<file path="config.mk">
export PLATFORM = sky130hd
export DESIGN_NAME = serial_rx_fifo
export DESIGN_NICKNAME = d
export VERILOG_FILES = /design/src/rtl/serial_rx_fifo_pkg.sv /design/src/rtl/serial_rx_fifo_fifo.sv /design/src/rtl/serial_rx_fifo.sv
export SDC_FILE = /design/constraint.sdc
export NUM_CORES = 1
export LEC_CHECK = 0
export CORE_ASPECT_RATIO = 2
export CORE_MARGIN = 4
export CORE_UTILIZATION = 60
export DETAILED_ROUTE_END_ITERATION = 10
export GPL_ROUTABILITY_DRIVEN = 0
export PLACE_DENSITY = 0.82
export SLEW_MARGIN = 20
export SYNTH_ARGS = -nofsm -noshare
export SYNTH_HDL_FRONTEND = slang
export SYNTH_SLANG_ARGS = --single-unit
</file>
<file path="constraint.sdc">
create_clock -name clk -period 4.4 [get_ports clk]
set_input_delay 1.1 -clock clk [delete_from_list [all_inputs] [get_ports clk]]
set_output_delay 1.1 -clock clk [all_outputs]
set_load 0.005 [all_outputs]
</file>
<file path="src/rtl/serial_rx_fifo_pkg.sv">
// Shared definitions for the serial receiver: parity-mode encoding,
// receiver FSM states and the parity check helper.
package serial_rx_fifo_pkg;

   typedef enum logic [1:0] {
      PAR_NONE = 2'd0,
      PAR_EVEN = 2'd1,
      PAR_ODD  = 2'd2
   } parity_mode_t;

   typedef enum logic [2:0] {
      ST_IDLE   = 3'd0,
      ST_START  = 3'd1,
      ST_DATA   = 3'd2,
      ST_PARITY = 3'd3,
      ST_STOP   = 3'd4
   } rx_state_t;

   // x is the XOR of all data bits and the received parity bit
   function automatic logic parity_fail(input parity_mode_t mode, input logic x);
      logic fail;
      case (mode)
         PAR_EVEN: fail = x;
         PAR_ODD:  fail = ~x;
         default:  fail = 1'b0;
      endcase
      return fail;
   endfunction

endpackage

</file>
<file path="src/rtl/serial_rx_fifo_fifo.sv">
// Synchronous FIFO for received words. A write while full is accepted only
// when a read happens in the same cycle, so occupancy never exceeds DEPTH.
module serial_fifo
   import serial_rx_fifo_pkg::*;
#(
   parameter int WIDTH = 11,
   parameter int DEPTH = 4
) (
   input  logic                       clk,
   input  logic                       rst,
   input  logic                       wr_en,
   input  logic [WIDTH-1:0]           wr_data,
   input  logic                       rd_en,
   output logic [WIDTH-1:0]           rd_data,
   output logic                       empty,
   output logic                       full,
   output logic [$clog2(DEPTH+1)-1:0] count
);

   localparam int PW = (DEPTH > 1) ? $clog2(DEPTH) : 1;
   localparam int CW = $clog2(DEPTH + 1);

   logic [WIDTH-1:0] mem [DEPTH];
   logic [PW-1:0]    wr_ptr;
   logic [PW-1:0]    rd_ptr;
   logic             wr_ok;
   logic             rd_ok;

   assign empty   = (count == '0);
   assign full    = (count == CW'(DEPTH));
   assign wr_ok   = wr_en & (~full | rd_en);
   assign rd_ok   = rd_en & ~empty;
   assign rd_data = mem[rd_ptr];

   // Storage array; not reset, the top gates the head with rdy
   always_ff @(posedge clk) begin
      if (wr_ok) mem[wr_ptr] <= wr_data;
   end

   // Pointers wrap naturally because DEPTH is a power of two
   always_ff @(posedge clk) begin
      if (rst) begin
         wr_ptr <= '0;
         rd_ptr <= '0;
         count  <= '0;
      end else begin
         if (wr_ok) wr_ptr <= wr_ptr + PW'(1);
         if (rd_ok) rd_ptr <= rd_ptr + PW'(1);
         count <= count + CW'(wr_ok) - CW'(rd_ok);
      end
   end

endmodule

</file>
<file path="src/rtl/serial_rx_fifo.sv">
// Asynchronous serial receiver with a small word FIFO.
//
// state     | meaning
// ST_IDLE   | line idle, waiting for a synchronized falling edge
// ST_START  | timing to mid start bit; high there means glitch
// ST_DATA   | sampling DATA_BITS bits, LSB first
// ST_PARITY | sampling the parity bit (skipped when PARITY="none")
// ST_STOP   | sampling stop bit; on a low stop, wait for line high
module serial_rx_fifo
   import serial_rx_fifo_pkg::*;
#(
   parameter int DATA_BITS    = 8,
   parameter     PARITY       = "none",
   parameter int DIVISOR_BITS = 16,
   parameter int FIFO_DEPTH   = 4
) (
   input  logic                            clk,
   input  logic                            rst,
   input  logic [DIVISOR_BITS-1:0]         divisor,
   input  logic                            rx,
   output logic [DATA_BITS-1:0]            data,
   output logic                            err_frame,
   output logic                            err_parity,
   output logic                            err_overflow,
   output logic                            rdy,
   input  logic                            ack,
   output logic [$clog2(FIFO_DEPTH+1)-1:0] level
);

   localparam parity_mode_t PAR_MODE = (PARITY == "even") ? PAR_EVEN :
                                       (PARITY == "odd")  ? PAR_ODD  : PAR_NONE;
   localparam int WW = DATA_BITS + 3;

   logic                    sync1, sync2, rx_prev;
   logic                    line, fall;
   rx_state_t               state_q, state_d;
   logic [DIVISOR_BITS-1:0] cnt_q, period_q;
   logic [3:0]              bit_idx;
   logic [DATA_BITS-1:0]    shreg;
   logic                    par_bit, wait_high;
   logic                    push_q, frame_q, perr_q, ovf_pend;
   logic                    tick;
   logic                    load_half, load_period, shift_en, cap_par, cap_stop;
   logic                    bit_inc, bit_clr;
   logic                    fifo_empty, fifo_full, drop;
   logic [WW-1:0]           wr_word, head;

   assign line = sync2;
   assign fall = rx_prev & ~sync2;
   assign tick = (cnt_q == '0);

   // Two-flop synchronizer plus one delay stage for falling-edge detection
   always_ff @(posedge clk) begin
      if (rst) begin
         sync1   <= 1'b1;
         sync2   <= 1'b1;
         rx_prev <= 1'b1;
      end else begin
         sync1   <= rx;
         sync2   <= sync1;
         rx_prev <= sync2;
      end
   end

   // FSM state register
   always_ff @(posedge clk) begin
      if (rst) state_q <= ST_IDLE;
      else     state_q <= state_d;
   end

   // Next-state and datapath control strobes
   always_comb begin
      state_d     = state_q;
      load_half   = 1'b0;
      load_period = 1'b0;
      shift_en    = 1'b0;
      cap_par     = 1'b0;
      cap_stop    = 1'b0;
      bit_inc     = 1'b0;
      bit_clr     = 1'b0;
      case (state_q)
         ST_IDLE: begin
            if (fall) begin
               load_half = 1'b1;
               state_d   = ST_START;
            end
         end
         ST_START: begin
            if (tick) begin
               if (line) begin
                  state_d = ST_IDLE;
               end else begin
                  load_period = 1'b1;
                  bit_clr     = 1'b1;
                  state_d     = ST_DATA;
               end
            end
         end
         ST_DATA: begin
            if (tick) begin
               shift_en    = 1'b1;
               load_period = 1'b1;
               bit_inc     = 1'b1;
               if (bit_idx == 4'(DATA_BITS - 1))
                  state_d = (PAR_MODE == PAR_NONE) ? ST_STOP : ST_PARITY;
            end
         end
         ST_PARITY: begin
            if (tick) begin
               cap_par     = 1'b1;
               load_period = 1'b1;
               state_d     = ST_STOP;
            end
         end
         ST_STOP: begin
            if (wait_high) begin
               if (line) state_d = ST_IDLE;
            end else if (tick) begin
               cap_stop = 1'b1;
               if (line) state_d = ST_IDLE;
            end
         end
         default: state_d = ST_IDLE;
      endcase
   end

   // Bit timer (down-counter), shift register and word capture
   always_ff @(posedge clk) begin
      if (rst) begin
         cnt_q     <= '0;
         period_q  <= '0;
         bit_idx   <= '0;
         shreg     <= '0;
         par_bit   <= 1'b0;
         wait_high <= 1'b0;
         push_q    <= 1'b0;
         frame_q   <= 1'b0;
         perr_q    <= 1'b0;
      end else begin
         if (load_half) begin
            period_q <= divisor;
            cnt_q    <= (divisor >> 1) - DIVISOR_BITS'(1);
         end else if (load_period) begin
            cnt_q <= period_q - DIVISOR_BITS'(1);
         end else if (!tick) begin
            cnt_q <= cnt_q - DIVISOR_BITS'(1);
         end
         if (bit_clr)       bit_idx <= '0;
         else if (bit_inc)  bit_idx <= bit_idx + 4'd1;
         if (shift_en) shreg <= {line, shreg[DATA_BITS-1:1]};
         if (cap_par)  par_bit <= line;
         push_q <= cap_stop;
         if (cap_stop) begin
            frame_q <= ~line;
            perr_q  <= parity_fail(PAR_MODE, (^shreg) ^ par_bit);
         end
         if (cap_stop && !line)       wait_high <= 1'b1;
         else if (state_d == ST_IDLE) wait_high <= 1'b0;
      end
   end

   assign drop    = push_q & fifo_full & ~(rdy & ack);
   assign wr_word = {shreg, ovf_pend, frame_q, perr_q};

   // Overflow-pending: set by a dropped word, cleared by the next accepted push
   always_ff @(posedge clk) begin
      if (rst)         ovf_pend <= 1'b0;
      else if (push_q) ovf_pend <= drop | (ovf_pend & drop);
   end

   serial_fifo #(
      .WIDTH (WW),
      .DEPTH (FIFO_DEPTH)
   ) u_fifo (
      .clk     (clk),
      .rst     (rst),
      .wr_en   (push_q),
      .wr_data (wr_word),
      .rd_en   (ack),
      .rd_data (head),
      .empty   (fifo_empty),
      .full    (fifo_full),
      .count   (level)
   );

   assign rdy          = ~fifo_empty;
   assign data         = rdy ? head[WW-1:3] : '0;
   assign err_overflow = rdy & head[2];
   assign err_frame    = rdy & head[1];
   assign err_parity   = rdy & head[0];

endmodule

</file>
======== After elaboration in Yosys (flattened, before gate mapping) ========
Memories as Yosys holds them, arrays and structs flattened. A register that Yosys moved wholly into a read port is not among the register bits.
Cells that the tools add are included.
storage, ports and cells
  memory bits (read-only) ................. 0
  flip-flop bits (word level) ............. 61
  RAM bits ................................ 40
  word-level logic and storage cells ...... 85
  latch bits .............................. 0
  input port bits ......................... 20
  memories kept ........................... 1
  output and inout bits ................... 15
memory list
  name        words  bits a word  rd ports  clocked after Yosys merged registers in  write ports  line                       RTL
  u_fifo.mem  4      10           1         1                                        1            serial_rx_fifo_fifo.sv:23  logic [WIDTH-1:0] mem [DEPTH];
operators by class
  multipliers ............................. 0
  div/mod/pow operators ................... 0
  eq/ne operators ......................... 7
  bitwise gates (word level) .............. 15
  add/subtract/negate cells ............... 8
  shifts and indexed selects .............. 0
  magnitude comparators ................... 0
  multiplexer cells ....................... 30
  reduce and logical (&&, ||, !) cells .... 9
operators with widths
  kind                                                 count
  two-way mux 16 bit                                   3
  subtractor 16 x 1 -> 16 bit, second input constant   2
  two-way mux 3 bit                                    8
  logical NOT 16 bit                                   1
  subtractor 15 x 1 -> 16 bit, second input constant   1
  case mux 3 bit (5 select lines)                      1
  two-way mux 1 bit                                    13
  logical NOT 3 bit                                    3
  AND 1 bit                                            8
  two-way mux 8 bit                                    1
  equality test 3 x 2 -> 1 bit, second input constant  2
  equality test 3 bit, second input constant           2
  two-way mux 2 bit                                    3
  adder 2 x 1 -> 2 bit, second input constant          2
  adder 4 x 1 -> 4 bit, second input constant          1
  equality test 4 x 3 -> 1 bit, second input constant  1
  inverter 1 bit                                       4
  OR reduction 2 bit                                   2
  adder 3 x 1 -> 3 bit                                 1
  equality test 3 x 1 -> 1 bit, second input constant  1
  != test 3 x 1 -> 1 bit, second input constant        1
  subtractor 3 x 1 -> 3 bit                            1
  bitwise OR 1 bit                                     2
  case mux 1 bit (2 select lines)                      1
  other kinds (4)                                      4

======== Logic depth before layout (Yosys ltp) ========
  depth in word-level cells ............... 7
  depth in mapped cells ................... 15
  gate-level depth less buffers ........... 10

======== By module ========
A second synthesis with hierarchy kept.
unflattened totals
  cells, all modules ...................... 458
  area, all modules ....................... 4809.6 µm²
by module, submodules not included
  module          cells each  area an instance (µm²)  sequential area each (µm²)  instances
  serial_rx_fifo  350         2738.9                  1081.0                      1
  serial_fifo     108         2070.7                  1501.4                      1

======== Least setup slack after synthesis ========
Ideal clock, no wire load.
  path kind ............................... flip-flop to flip-flop
  start ................................... reg state_q[2]
  end ..................................... reg cnt_q[14]
  stages on the path, launching flop included .. 16
  setup time .............................. 71 ps
  clock period less this slack ............ 2699 ps
  buffers on the path ..................... 5
  arrival ................................. 2628 ps
  required time ........................... 4329 ps
  setup slack ............................. 1701 ps
  cells stage by stage .................... dfxtp_1 -> buf_6 -> nor4_4 -> and2_1 -> buf_6 -> buf_6 -> buf_2 -> buf_2 -> nand2_1 -> nand2_1 -> a21oi_1 -> ha_1 -> o2111ai_1 -> nor3_1 -> a21o_1 -> a21oi_1
on the way
  cells in the longest elaborated chain, start to end .. 5
  elaborated cells on any way between the ends .. 10
  those cells by class .................... eq/ne: 4; mux: 4; reduce/logical: 2
ends and longest elaborated chain
  item                                 line                   RTL
  start, declared                      serial_rx_fifo.sv:36   rx_state_t state_q, state_d;
  start signal, assigned               serial_rx_fifo.sv:68   else state_q <= state_d;
  equality test 3 x 2 -> 1 bit         serial_rx_fifo.sv:81   case (state_q)
  OR reduction 2 bit (no source line)  n/a
  case mux 1 bit (2 select lines)      serial_rx_fifo.sv:81
  two-way mux 16 bit                   serial_rx_fifo.sv:143  end else if (load_period) begin
  two-way mux 16 bit                   serial_rx_fifo.sv:140  if (load_half) begin
  end signal, assigned                 serial_rx_fifo.sv:142  cnt_q <= (divisor >> 1) - DIVISOR_BITS'(1);
  end signal, assigned                 serial_rx_fifo.sv:144  cnt_q <= period_q - DIVISOR_BITS'(1);
  end signal, assigned                 serial_rx_fifo.sv:146  cnt_q <= cnt_q - DIVISOR_BITS'(1);
  end, declared                        serial_rx_fifo.sv:37   logic [DIVISOR_BITS-1:0] cnt_q, period_q;
Parallel ways exist; a longest one is shown, timed or not.
A chain may end at the register's enable or synchronous reset.

==> out/metrics.cfg <==
[clock_tree]
clockBufferDepth=2
clk_pin_slew_ps=70
cts_buffers=9
clock_sinks=103
cts_setup_buffers=0
cts_resized=0
root_buffer=clkbuf_16
htreeDepth=3
hold_buffers=0
cts_tree=yes
insertion_delay_ps=340

[final_layout]
fin_cells=550
diodes=0
finish.instance_area_sq_um=5270
mostFrequentLayoutCells=dfxtp_1, nand2_1, nor2_1, edfxtp_1, a21oi_1
area_delta_synth_final_pct=13.9
final_nets=480
final_common_cell=dfxtp_1
drive_gt1_share_pct=10.5
post-route-util_pct=69.9

[synth]
yosysWarnings=0
synthCells=424
syn_area_sq_um=4630
postSynthRegisterBits=103
synthArstFlopShare_pct=0
syn_avg_cell_area_sq_um=10.9
syn_nets=453
synth_cell_types=63
yosys-top-cells-area=dfxtp_1, edfxtp_1, mux4_2
ys_dominant_reg_cell=dfxtp_1
synth_edf_count=40
synth_top_area_share_pct=27.3
yosys.area.top_type=dfxtp_1
synth_seq_area_share_pct=53.2

[floorplanning]
die_area_sq_um=9270
fp-row-count=45
pin_count=35
die_w_um=70.1
core_area_sq_um=7540
die_h_um=132
start_util_pct=61.3

[critical_path]
critPathMaxStageDelay_ps=730
path_cells=mux4_2, and2_1, clkdlybuf4s50_1
path_class=reg2out
crit_arrival_ps=2260
worstPathMaxFanout=10
cp.required_ps=3300
cpMaxStageDelayCell=dfxtp_1
reg2reg_from=state_q[2]$_SDFF_PP0_
cp-start-kind=register
endpoint_kind=output port

[hold_path]
hp-class=reg2reg
min_from=sync1$_SDFF_PP1_

[sta]
fin_ws_ps=1040
post-route-min-period_ps=3360
fmax_mhz=297
setup-tns-final_ps=0
hold_viol_final=0
period_share_pct=76.5
slew_headroom_pct=57.5
setup_viol=0
rsz0062_at_grt=false
worstMarginPinSlew_ps=636
drv_slew=0
finClkSkew_ps=7.15

[drt]
first_iter_violations=179
drc=0
vias=3315
ant_nets=0
routed_wl_um=9460
via_per_inst=6.03
drt_first_pass_iters=5
wl_per_cell_um=17.2

[global_route]
grt_pass1_wl_um=15700
antenna_found_initial=0
grt_pass1_vias=3349
overflow=0
grt_max_degree=44
grtUsageTotal_pct=21.5

[pwr]
irDropWorstVdd_mv=0.347
power.density_nw_per_um2=560
leakage_nw=1.83

[placement]
port_buffers=33
place_ws_ps=1140
hpwl_um=6800
place_inst=534
dpl-instance-area_sq_um=4980

[run_status]
status=finished, final reports clean

[flow_run]
drv_cap=0

[stage by stage]
step,power (mW),hold WS [ps]
global route,3.12,449
CTS,2.96,419
finish,2.95,416
detailed placement,2.19,404
floorplan,1.88,389
global placement,2.15,396
[cells by family (layout without fill, tap and decap cells)]
logic type / after synthesis / in the layout / synth area share, %
buffers and inverters: 30 / 62 / 3.62
AND/OR/NAND/NOR: 159 / 159 / 17.3
other: 1 / 1 / 0.0810
adder cells (fa/ha/maj): 9 / 9 / 2.60
multiplexers: 24 / 24 / 7.90
flip-flops: 103 / 103 / 53.2
XOR/XNOR: 16 / 16 / 3.03
AO/OA/AOI/OAI: 82 / 82 / 12.2
[Yosys cell counts (2+ instances only)]
cell type	count
o21a_1	3
mux4_2	10
a211o_1	4
a31o_2	2
or3_1	4
buf_2	3
a31oi_1	2
nand3_1	5
nand3b_1	2
buf_6	4
dfxtp_1	63
o21ai_0	9
a41oi_1	2
nor2_1	45
a21o_2	3
edfxtp_1	40
ha_1	8
a21boi_0	2
xor2_1	8
a21o_1	2
nand4b_1	2
o2111ai_1	2
or2_2	3
nand2_1	48
inv_1	8
nor2b_1	2
nor4_1	3
a21oi_1	34
clkbuf_1	10
o211ai_1	3
xnor2_1	8
nand4_1	4
mux2i_1	14
nor3_1	13
nor3b_1	3
buf_4	3
and2_1	17
[metal layers]
| metal | vias to the layer above | GRT usage [%] | wire [um] |
|---|---|---|---|
| li1 | 1582 | - | - |
| met1 | 1597 | 20.7 | 3250 |
| met2 | 103 | 41.0 | 5420 |
| met3 | 33 | 4.20 | 399 |
| met4 | 0 | 12.0 | 397 |
| met5 | - | 0 | 0 |
[state kept, by name (all words and copies together) (netlist names), 2 cells and up, named ones only]
| signal | cells |
|---|---|
| bit_idx | 4 |
| u_fifo.mem | 40 |
| u_fifo.count | 3 |
| cnt_q | 16 |
| shreg | 8 |
| state_q | 3 |
| u_fifo.wr_ptr | 2 |
| period_q | 16 |
| u_fifo.rd_ptr | 2 |
[critical path, delay by kind of cell (launching register included)]
family        cells  cell delay (ps)
mux               1              580
buf+inv           1              440
simple gates      1              170
flops             1              730
[path summary, 6_finish.rpt]
kind	slack, ps	endpoint	cells past startpoint
max	1040	data[3]	3
max reg2reg	1200	cnt_q[10]$_SDFFE_PP0P_	9
min	420	line$_SDFF_PP1_	1
min reg2reg	420	line$_SDFF_PP1_	1
[power by group]
| part | internal, mW | leakage, nW | switching [mW] |
|---|---|---|---|
| Clock | 0.441 | 0.142 | 0.332 |
| Combinational | 0.496 | 0.806 | 0.481 |
| Sequential | 1.08 | 0.883 | 0.120 |
[cell type report]
class | instances | area [sq um]
sequential | 103 | 2460
inverter | 8 | 30.0
clock buffer | 11 | 233
fill | 595 | 2270
timing repair buffer | 38 | 368
multi-input combinational | 291 | 2000
tap | 94 | 118
clock inverter | 5 | 56.3
No activity file was read; power rests on OpenSTA's default activity.
